===== config.mk =====
export PLATFORM = sky130hd
export DESIGN_NAME = lpif_state_ctrl
export DESIGN_NICKNAME = d
export VERILOG_FILES = /design/src/rtl/lpif_state_ctrl.sv
export SDC_FILE = /design/constraint.sdc
export NUM_CORES = 1
export LEC_CHECK = 0
export BUFFER_PORTS_ARGS = -buffer_cell sky130_fd_sc_hd__buf_4
export CAP_MARGIN = 40
export CORE_UTILIZATION = 50
export CTS_BUF_LIST = sky130_fd_sc_hd__clkbuf_16
export CTS_CLUSTER_SIZE = 40
export DETAILED_ROUTE_END_ITERATION = 10
export MAX_ROUTING_LAYER = met4
export PLACE_DENSITY = 0.79
export SKIP_LAST_GASP = 1
export SYNTH_ARGS = -nofsm -noshare
export SYNTH_HDL_FRONTEND = slang
export SYNTH_SLANG_ARGS = --single-unit

===== constraint.sdc =====
create_clock -name PCLK -period 2.2 [get_ports PCLK]
set_input_delay 0.22 -clock PCLK [delete_from_list [all_inputs] [get_ports PCLK]]
set_output_delay 0.22 -clock PCLK [all_outputs]
set_load 0.02 [all_outputs]

===== src/rtl/lpif_state_ctrl.sv =====
// LPIF state request controller: upper-layer command FSM, PHY stall handshake, link_up.
// Define LPIF_STATE_TIMEOUT_EN to bound the WAIT_STS phase to TIMEOUT_CYC cycles.
module lpif_state_ctrl #(
  parameter int unsigned TIMEOUT_CYC = 1024
) (
  input  logic       PCLK,
  input  logic       reset,
  input  logic       cmd_valid,
  input  logic [3:0] cmd_state,
  output logic       cmd_ready,
  output logic       cmd_done,
  output logic       cmd_err,
  output logic [3:0] state_req,
  input  logic [3:0] state_sts,
  input  logic       stall_req,
  output logic       stall_ack,
  input  logic       tx_idle,
  output logic       link_up
);

  typedef enum logic [3:0] {
    LP_NOP       = 4'b0000,
    LP_ACTIVE    = 4'b0001,
    LP_L1        = 4'b0100,
    LP_L2        = 4'b1000,
    LP_LINKRESET = 4'b1001,
    LP_RETRAIN   = 4'b1011,
    LP_DISABLE   = 4'b1100
  } lpif_e;

  typedef enum logic [2:0] {
    S_IDLE,
    S_DRAIN,
    S_REQ,
    S_WAIT_STS,
    S_RESP
  } fsm_e;

  fsm_e       state;
  logic [3:0] tgt;
  logic       pend;
  logic       stall_ack_nxt;
  logic       hold;
  logic       accept;
  logic       sts_match;
  logic       to_hit;
  logic [3:0] launch_tgt;

  function automatic logic is_encoded(input logic [3:0] s);
    case (s)
      LP_NOP, LP_ACTIVE, LP_L1, LP_L2,
      LP_LINKRESET, LP_RETRAIN, LP_DISABLE: return 1'b1;
      default:                              return 1'b0;
    endcase
  endfunction

  function automatic logic needs_drain(input logic [3:0] s);
    return (s == LP_L1) || (s == LP_L2) || (s == LP_DISABLE);
  endfunction

`ifdef LPIF_STATE_TIMEOUT_EN
  localparam logic [15:0] TO_LAST = 16'(TIMEOUT_CYC - 1);
  logic [15:0] to_cnt;
  assign to_hit = (to_cnt == TO_LAST);
`else
  assign to_hit = 1'b0;
`endif

  // hold uses the value stall_ack is about to take, so the FSM never moves
  // into a cycle where stall_ack is high; REQ therefore always lasts one cycle.
  assign stall_ack_nxt = stall_req & (stall_ack | tx_idle);
  assign hold          = stall_ack_nxt;
  assign accept        = cmd_valid & cmd_ready;
  assign sts_match     = (state_sts == tgt);
  assign launch_tgt    = accept ? cmd_state : tgt;

  always_ff @(posedge PCLK or negedge reset) begin
    if (!reset) begin
      state     <= S_IDLE;
      tgt       <= LP_NOP;
      pend      <= 1'b0;
      state_req <= LP_NOP;
      cmd_ready <= 1'b0;
      cmd_done  <= 1'b0;
      cmd_err   <= 1'b0;
      stall_ack <= 1'b0;
      link_up   <= 1'b0;
`ifdef LPIF_STATE_TIMEOUT_EN
      to_cnt    <= '0;
`endif
    end else begin
      stall_ack <= stall_ack_nxt;
      link_up   <= (state_sts == LP_ACTIVE);
      cmd_ready <= 1'b0;
      cmd_done  <= 1'b0;
      cmd_err   <= 1'b0;
      state_req <= LP_NOP;

      case (state)
        S_IDLE: begin
          if (accept) tgt <= cmd_state;
          // A command accepted while a stall starts is parked until release.
          if (accept || pend) begin
            if (hold) begin
              pend <= 1'b1;
            end else begin
              pend <= 1'b0;
              if (needs_drain(launch_tgt)) begin
                state <= S_DRAIN;
              end else begin
                state <= S_REQ;
                if (is_encoded(launch_tgt)) state_req <= launch_tgt;
              end
            end
          end else begin
            cmd_ready <= 1'b1;
          end
        end

        S_DRAIN: begin
          if (tx_idle && !hold) begin
            state     <= S_REQ;
            state_req <= tgt;
          end
        end

        S_REQ: begin
          if (is_encoded(tgt)) begin
            state <= S_WAIT_STS;
          end else begin
            state   <= S_RESP;
            cmd_err <= 1'b1;
          end
`ifdef LPIF_STATE_TIMEOUT_EN
          to_cnt <= '0;
`endif
        end

        S_WAIT_STS: begin
          if (sts_match) begin
            state    <= S_RESP;
            cmd_done <= 1'b1;
          end else if (to_hit) begin
            state   <= S_RESP;
            cmd_err <= 1'b1;
          end
`ifdef LPIF_STATE_TIMEOUT_EN
          else begin
            to_cnt <= to_cnt + 16'd1;
          end
`endif
        end

        S_RESP: begin
          if (!hold) begin
            state     <= S_IDLE;
            cmd_ready <= 1'b1;
          end
        end

        default: state <= S_IDLE;
      endcase
    end
  end

endmodule


==> summary.txt, run 1 <==
STA
  – Layout Skew: 1.06 ps
  – F_max: 0.623 GHz
  – Period minus WS final: 1610 ps
  – Setup WS post-layout: 594 ps
  – TNS Setup: 0 ps
  – Setup violators final: 0
  – RSZ-0062 raised after global routing: false
  – Max-slew violations: 0
  – Final Hold Vio Count: 0
  – Worst rel slew slack: 71.6%
  – Final period utilization: 73.0%
  – Worst hold slack: 139 ps
  – Actual slew at the worst max-slew pin: 423 ps

Floorplan
  – Core ar.: 0.00158 mm^2
  – Rows: 14
  – Initial Util: 55.6%
  – Chip height: 43.9 um
  – I/O pins: 22
  – Full die area: 0.00193 mm^2
  – Chip width: 43.9 um

Synth
  – Seq cells post-synth: 17
  – Post-synth top area share: 48.5%
  – Synth warn: 0
  – Top post-synthesis cells by area: dfrtp_1 (49%), xnor2_1 (4.0%), nand2_1 (3.0%), nor3_1 (2.9%), mux2_1 (2.6%)
  – Post-synthesis async set-or-reset flop share: 100%
  – Area of the mapped netlist: 877 um^2
  – Mapped Cells: 90
  – Ys flop type: dfrtp_1
  – Syn nets: 103
  – Synth cell types: 37
  – Syn avg cell area: 9.75 um^2
  – Post-synth EDFFs: 0
  – Area leader, netlist: dfrtp_1
  – Sequential share of the synthesized area: 48.5%

Power
  – P_leak: 0.000529 uW
  – Final Total Pwr: 1460 uW
  – PwrDens: 1290 mW/mm^2
  – IR drop worst, VDD: 0.817 mV

Setup path
  – WS Path Type: reg -> reg
  – Worst EP required: 2360 ps
  – Worst setup EP type: flip-flop
  – CP max-delay cell: dfrtp_1
  – CP max FO: 8
  – Startpoint types: flip-flop
  – Max incr delay on CP: 470 ps
  – CP cell instances: a211o_1 > o32a_1 > or4_1 > o221ai_1
  – Arrival time at the worst endpoint: 1770 ps

Clock tree
  – Clock H-tree levels: 1
  – Worst skew pair latency: 250 ps
  – CTS buffer count: 3
  – CTS Sinks: 17
  – Post-CTS Setup Repair Bufs: 0
  – Clock-pin slew on the worst setup and hold paths: 50 ps
  – CTS tree: yes
  – CTS max path bufs: 2
  – Clk root buf: clkbuf_16

Hold path
  – Hold Crit Class: in -> reg

Drt
  – DR iter-0 viols: 39
  – Antenna Nets Post-Route: 0
  – Detailed-route via count: 830
  – DRC: 0
  – Routed WL: 2110 um
  – WL per Instance: 16.2 um
  – Pre-antenna DRT Iters: 6
  – Vias per cell: 6.38

Placement
  – Post-detail-place hpwl: 1490 um
  – Pre-CTS setup slack: 614 ps
  – Final GP Congestion: 0.930
  – I/O Buffers: 21

GRT
  – First-pass GRT wire length: 3370 um
  – Via count of the first global-routing pass: 771
  – Initial antenna violation count: 0
  – Total Routing Usage GR: 25.3%
  – Largest net degree at the start of global routing: 18
  – GRT overflow: 0

Finish
  – Area growth syn-to-layout: 28.5%
  – # diodes: 0
  – Most frequent cells in the layout: buf_4 (21), dfrtp_1 (17), nand2_1 (7)
  – Commonest non-fill, non-tap cell in the layout: buf_4
  – Share of layout cells above drive strength 1: 24.6%
  – Final #Nets: 128

Flow run
  – Max_cap viols: 0

Run status
  – Outcome: completed
==> cell usage after synthesis (2+ instances only) <==
master / number
o311ai_1: 2
and3_1: 2
nand2_1: 7
o21ai_0: 2
nor3_1: 5
a21oi_1: 4
dfrtp_1: 17
mux2_1: 2
nor2_1: 6
o221ai_1: 2
xnor2_1: 4
o21ai_1: 4
and2_1: 2
inv_1: 5
inv_2: 2
nand4_1: 3
==> through the flow <==
step	cell area [um^2]	cells	util [%]
3_3_place_gp	1040	125	65.9
3_5_place_dp	1040	125	65.9
2_1_floorplan	877	90	-
4_1_cts	1130	130	71.5
5_1_grt	1130	130	71.5
6_report	1130	130	71.5
==> power breakdown <==
group | internal [uW] | switching [uW] | total (uW) | leakage (uW)
Sequential | 407 | 153 | 559 | 0.000223
Combinational | 247 | 292 | 538 | 0.000264
Clock | 241 | 119 | 361 | 0.0000423
Total | 895 | 564 | 1460 | 0.000529
==> final cells by class <==
cell class,count,area (um^2)
tap,16,20.0
clock buffer,3,75.1
timing repair buffer,22,168
multi-input combinational,64,409
inverter,7,26.3
sequential,17,425
clock inverter,1,3.75
fill,122,449
==> layer usage <==
| metal | routed length (um) | vias up | global-route usage, % |
|---|---|---|---|
| met5 | 0 | - | - |
| met4 | 45 | 0 | 12.1 |
| met3 | 160 | 7 | 5.00 |
| met2 | 946 | 49 | 37.3 |
| met1 | 955 | 394 | 33.5 |
| li1 | - | 380 | - |
==> sequential cells by signal, indices dropped and copies added (netlist names) <==
| signal | flops |
|---|---|
| state_req | 4 |
| cmd_done | 1 |
| stall_ack | 1 |
| link_up | 1 |
| cmd_ready | 1 |
| tgt | 4 |
| state | 3 |
| cmd_err | 1 |
| pend | 1 |
==> logic make-up after synthesis <==
| logic type | share of synthesized area [%] |
|---|---|
| AOI/OAI and AO/OA | 18.1 |
| buffers and inverters | 4.85 |
| and+or+nand+nor | 20.7 |
| muxes | 3.85 |
| DFF | 48.5 |
| xor gates and xnor gates | 3.99 |
==> worst max-delay path, delay by kind of cell, from the launching register on <==
kind	cells	cell delay, ps
flops	1	470
simple gates	1	400
compound gates	3	650
==> worst paths after layout <==
path	from	endpoint	slack, ps	cells after the start
setup / recovery	tgt[0]$_DFFE_PN0N_	state[0]$_DFFE_PN0P_	590	4
hold / removal	state_sts[2]	link_up$_DFF_PN0_	140	2
setup reg to reg	tgt[0]$_DFFE_PN0N_	state[0]$_DFFE_PN0P_	590	4
hold reg to reg	pend$_DFFE_PN0P_	pend$_DFFE_PN0P_	560	2
max in group asynchronous	reset	cmd_ready$_DFF_PN0_	1640	2
min in group asynchronous	reset	state_req[0]$_DFF_PN0_	370	2
==> repair_timing <==
action                                 4_1_cts  5_1_grt
hold buffers                                 1        0
resized for setup                            0        0
endpoints found under the hold margin       17        0
(Power assumes the default switching activity.)
==> inputs of run 2 (changes only) <==
CORE_UTILIZATION = 46   (was 50)
PLACE_DENSITY = 0.76   (was 0.79)
clock period = 1.3 ns   (was 2.2 ns; I/O delays follow)
==> summary.txt, run 2 (synthesis gave the netlist of run 1 again) <==
Run status
  – Outcome: finished, violations left
  – Failing checks: setup timing

Setup path
  – FF-to-FF path depth: 4 (unchanged)
  – Arrival time at the worst endpoint: 1720 ps (-50 ps)
  – CP cell instances: a211o_1 > o32a_1 > or4_4 > o221ai_2
  – CP max-delay cell: or4_4
  – Reg2reg end: state[0]$_DFFE_PN0P_
  – WS Path Type: reg -> reg
  – CP max FO: 4 (-4)
  – Worst EP required: 1470 ps (-890 ps)
  – Worst setup EP type: flip-flop
  – Startpoint types: flip-flop
  – Max incr delay on CP: 430 ps (-40 ps)
  – Crit Reg-Reg Startpoint: cmd_ready$_DFF_PN0_
  – Reg2reg setup slack: -260 ps (-850 ps)

Floorplan
  – Full die area: 0.00209 mm^2 (+8.3%)
  – Chip width: 45.7 um (+4.1%)
  – Rows: 15 (+1)
  – Core ar.: 0.00176 mm^2 (+12%)
  – Chip height: 45.7 um (+4.1%)
  – I/O pins: 22 (unchanged)
  – Initial Util: 49.7% (-5.9 points)

Finish
  – Most frequent cells in the layout: buf_4 (41), dfrtp_1 (16), nand2_1 (7)
  – Register area: 427 um^2 (+0.29%)
  – Multi-input gate area: 475 um^2 (+16%)
  – # diodes: 0 (unchanged)
  – Commonest non-fill, non-tap cell in the layout: buf_4
  – Final #Nets: 150 (+17%)
  – Area growth syn-to-layout: 57.3%
  – FILL cells: 124 (+1.6%)
  – Non-filler cells, final: 161 (+24%)
  – Share of layout cells above drive strength 1: 47.1% (+22 points)
  – Biggest regs: state_req x4, tgt x4, state x3

Placement
  – I/O Buffers: 21 (unchanged)
  – Final GP Congestion: 0.960 (+3.2%)
  – Cells after DPL: 155 (+24%)
  – Post-detail-place hpwl: 1690 um (+13%)

GRT
  – Via count of the first global-routing pass: 857 (+11%)
  – First-pass GRT wire length: 3730 um (+10%)
  – Initial antenna violation count: 0 (unchanged)
  – GRT overflow: 0 (unchanged)
  – Largest net degree at the start of global routing: 18 (unchanged)
  – Total Routing Usage GR: 27.6% (+2.3 points)

Clock tree
  – Clk root buf: clkbuf_16
  – Clock-pin slew on the worst setup and hold paths: 50 ps (about the same)
  – CTS max path bufs: 2 (unchanged)
  – CTS tree: yes
  – Clock H-tree levels: 1 (unchanged)
  – Worst skew pair latency: 250 ps (about the same)
  – CTS Sinks: 17 (unchanged)
  – CTS buffer count: 3 (unchanged)

STA
  – Period minus WS final: 1560 ps (-49.5 ps)
  – RSZ-0062 raised after global routing: true
  – Setup WS post-layout: -257 ps (-851 ps)
  – Final period utilization: 120% (+47 points)
  – Final Hold Vio Count: 0 (unchanged)
  – Setup violators final: 6 (+6)
  – F_max: 0.642 GHz (+3.2%)
  – Actual slew at the worst max-slew pin: 273 ps (-150 ps)
  – Max-slew violations: 0 (unchanged)
  – Worst rel slew slack: 81.5% (+9.9 points)
  – Layout Skew: 2.79 ps (+1.73 ps)

Hold path
  – Hold Path Depth: 2 (unchanged)
  – Worst hold endpoint: link_up$_DFF_PN0_
  – Hold Startpoint: state_sts[2]
  – Hold Crit Class: in -> reg

Power
  – Final Total Pwr: 3090 uW (+110%)
  – Flop pwr share: 27.9% (-11 points)
  – Clock Power Share: 20.4% (-4.3 points)
  – PwrDens: 2240 mW/mm^2 (+73%)
  – IR drop worst, VDD: 1.33 mV (+62%)
  – NetSw: 1170 uW (+110%)
  – P_leak: 0.000656 uW (+24%)
  – Pint: 1920 uW (+110%)
  – Switching Fraction: 37.9% (-0.74 points)
  – Combinational power share: 51.7% (+15 points)

Flow run
  – Max_cap viols: 0 (unchanged)

Drt
  – Antenna Nets Post-Route: 0 (unchanged)
  – DRC: 0 (unchanged)
  – Routed WL: 2550 um (+21%)
  – Detailed-route via count: 916 (+10%)
  – WL per Instance: 15.8 um (-2.5%)
  – DR iter-0 viols: 52 (+33%)
  – Pre-antenna DRT Iters: 4 (-2)
  – Vias per cell: 5.69 (-11%)
==> run 2: per-stage QoR <==
step           TNS (ps)  hold slack, ps  area [um^2]  util (%)  setup WS, ps
2_1_floorplan      -222            -166          888         -          -222
3_3_place_gp       -348            1.40         1220      69.1          -160
3_5_place_dp       -474            5.09         1220      69.1          -197
4_1_cts            -493            45.9         1350      76.4          -234
5_1_grt            -712            50.6         1380      78.2          -298
6_report           -380            45.6         1380      78.2          -257
==> run 2: worst max-delay path, delay by kind of cell (launching register included) <==
kind,cells,cell delay [ps]
flops,1,420
compound gates,3,620
simple gates,1,430
==> run 2: worst max-delay path by stage <==
stage / slack [ps] / endpoint / start / cells past startpoint
6_report: -260 / state[0]$_DFFE_PN0P_ / cmd_ready$_DFF_PN0_ / 4
2_1_floorplan: -220 / state[0]$_DFFE_PN0P_ / tgt[0]$_DFFE_PN0N_ / 5
5_1_grt: -300 / state[0]$_DFFE_PN0P_ / cmd_ready$_DFF_PN0_ / 4
3_5_place_dp: -200 / state[0]$_DFFE_PN0P_ / cmd_ready$_DFF_PN0_ / 4
4_1_cts: -230 / state[0]$_DFFE_PN0P_ / cmd_ready$_DFF_PN0_ / 4
3_3_place_gp: -160 / state[0]$_DFFE_PN0P_ / cmd_ready$_DFF_PN0_ / 4
==> run 2: routing by layer <==
layer	global-route usage [%]	vias to the layer above	share of wire, %
met4	14.5	0	4.9
li1	-	422	-
met2	44.3	52	49
met5	-	-	0
met1	32.1	428	39
met3	5.95	14	6.9
==> run 2: power groups by stage <==
stage,sequential [uW],combinational (uW),clock (uW)
after floorplan,888,710,0
after global placement,828,1340,0
after detailed placement,840,1370,0
after CTS,833,1490,634
after global routing,877,1720,652
final,861,1600,631
==> run 2: layout make-up <==
class                   count  share of cell area (%)
clock buffers               3                    5.44
repair buffers             44                    24.7
multi-input cells          64                    34.5
clock inverters             1                   0.363
flip-flops and latches     17                    30.9
inverters                   7                    1.90
well taps                  25                    2.27
==> run 2: what timing repair did <==
action                                  4_1_cts  5_1_grt
cloned                                        0        0
pin swaps                                     3        4
setup buffers                                 2        0
hold buffers                                  1        0
endpoints found under the hold margin        17        0
endpoints found under the setup margin        9       11
resized for setup                             5       10
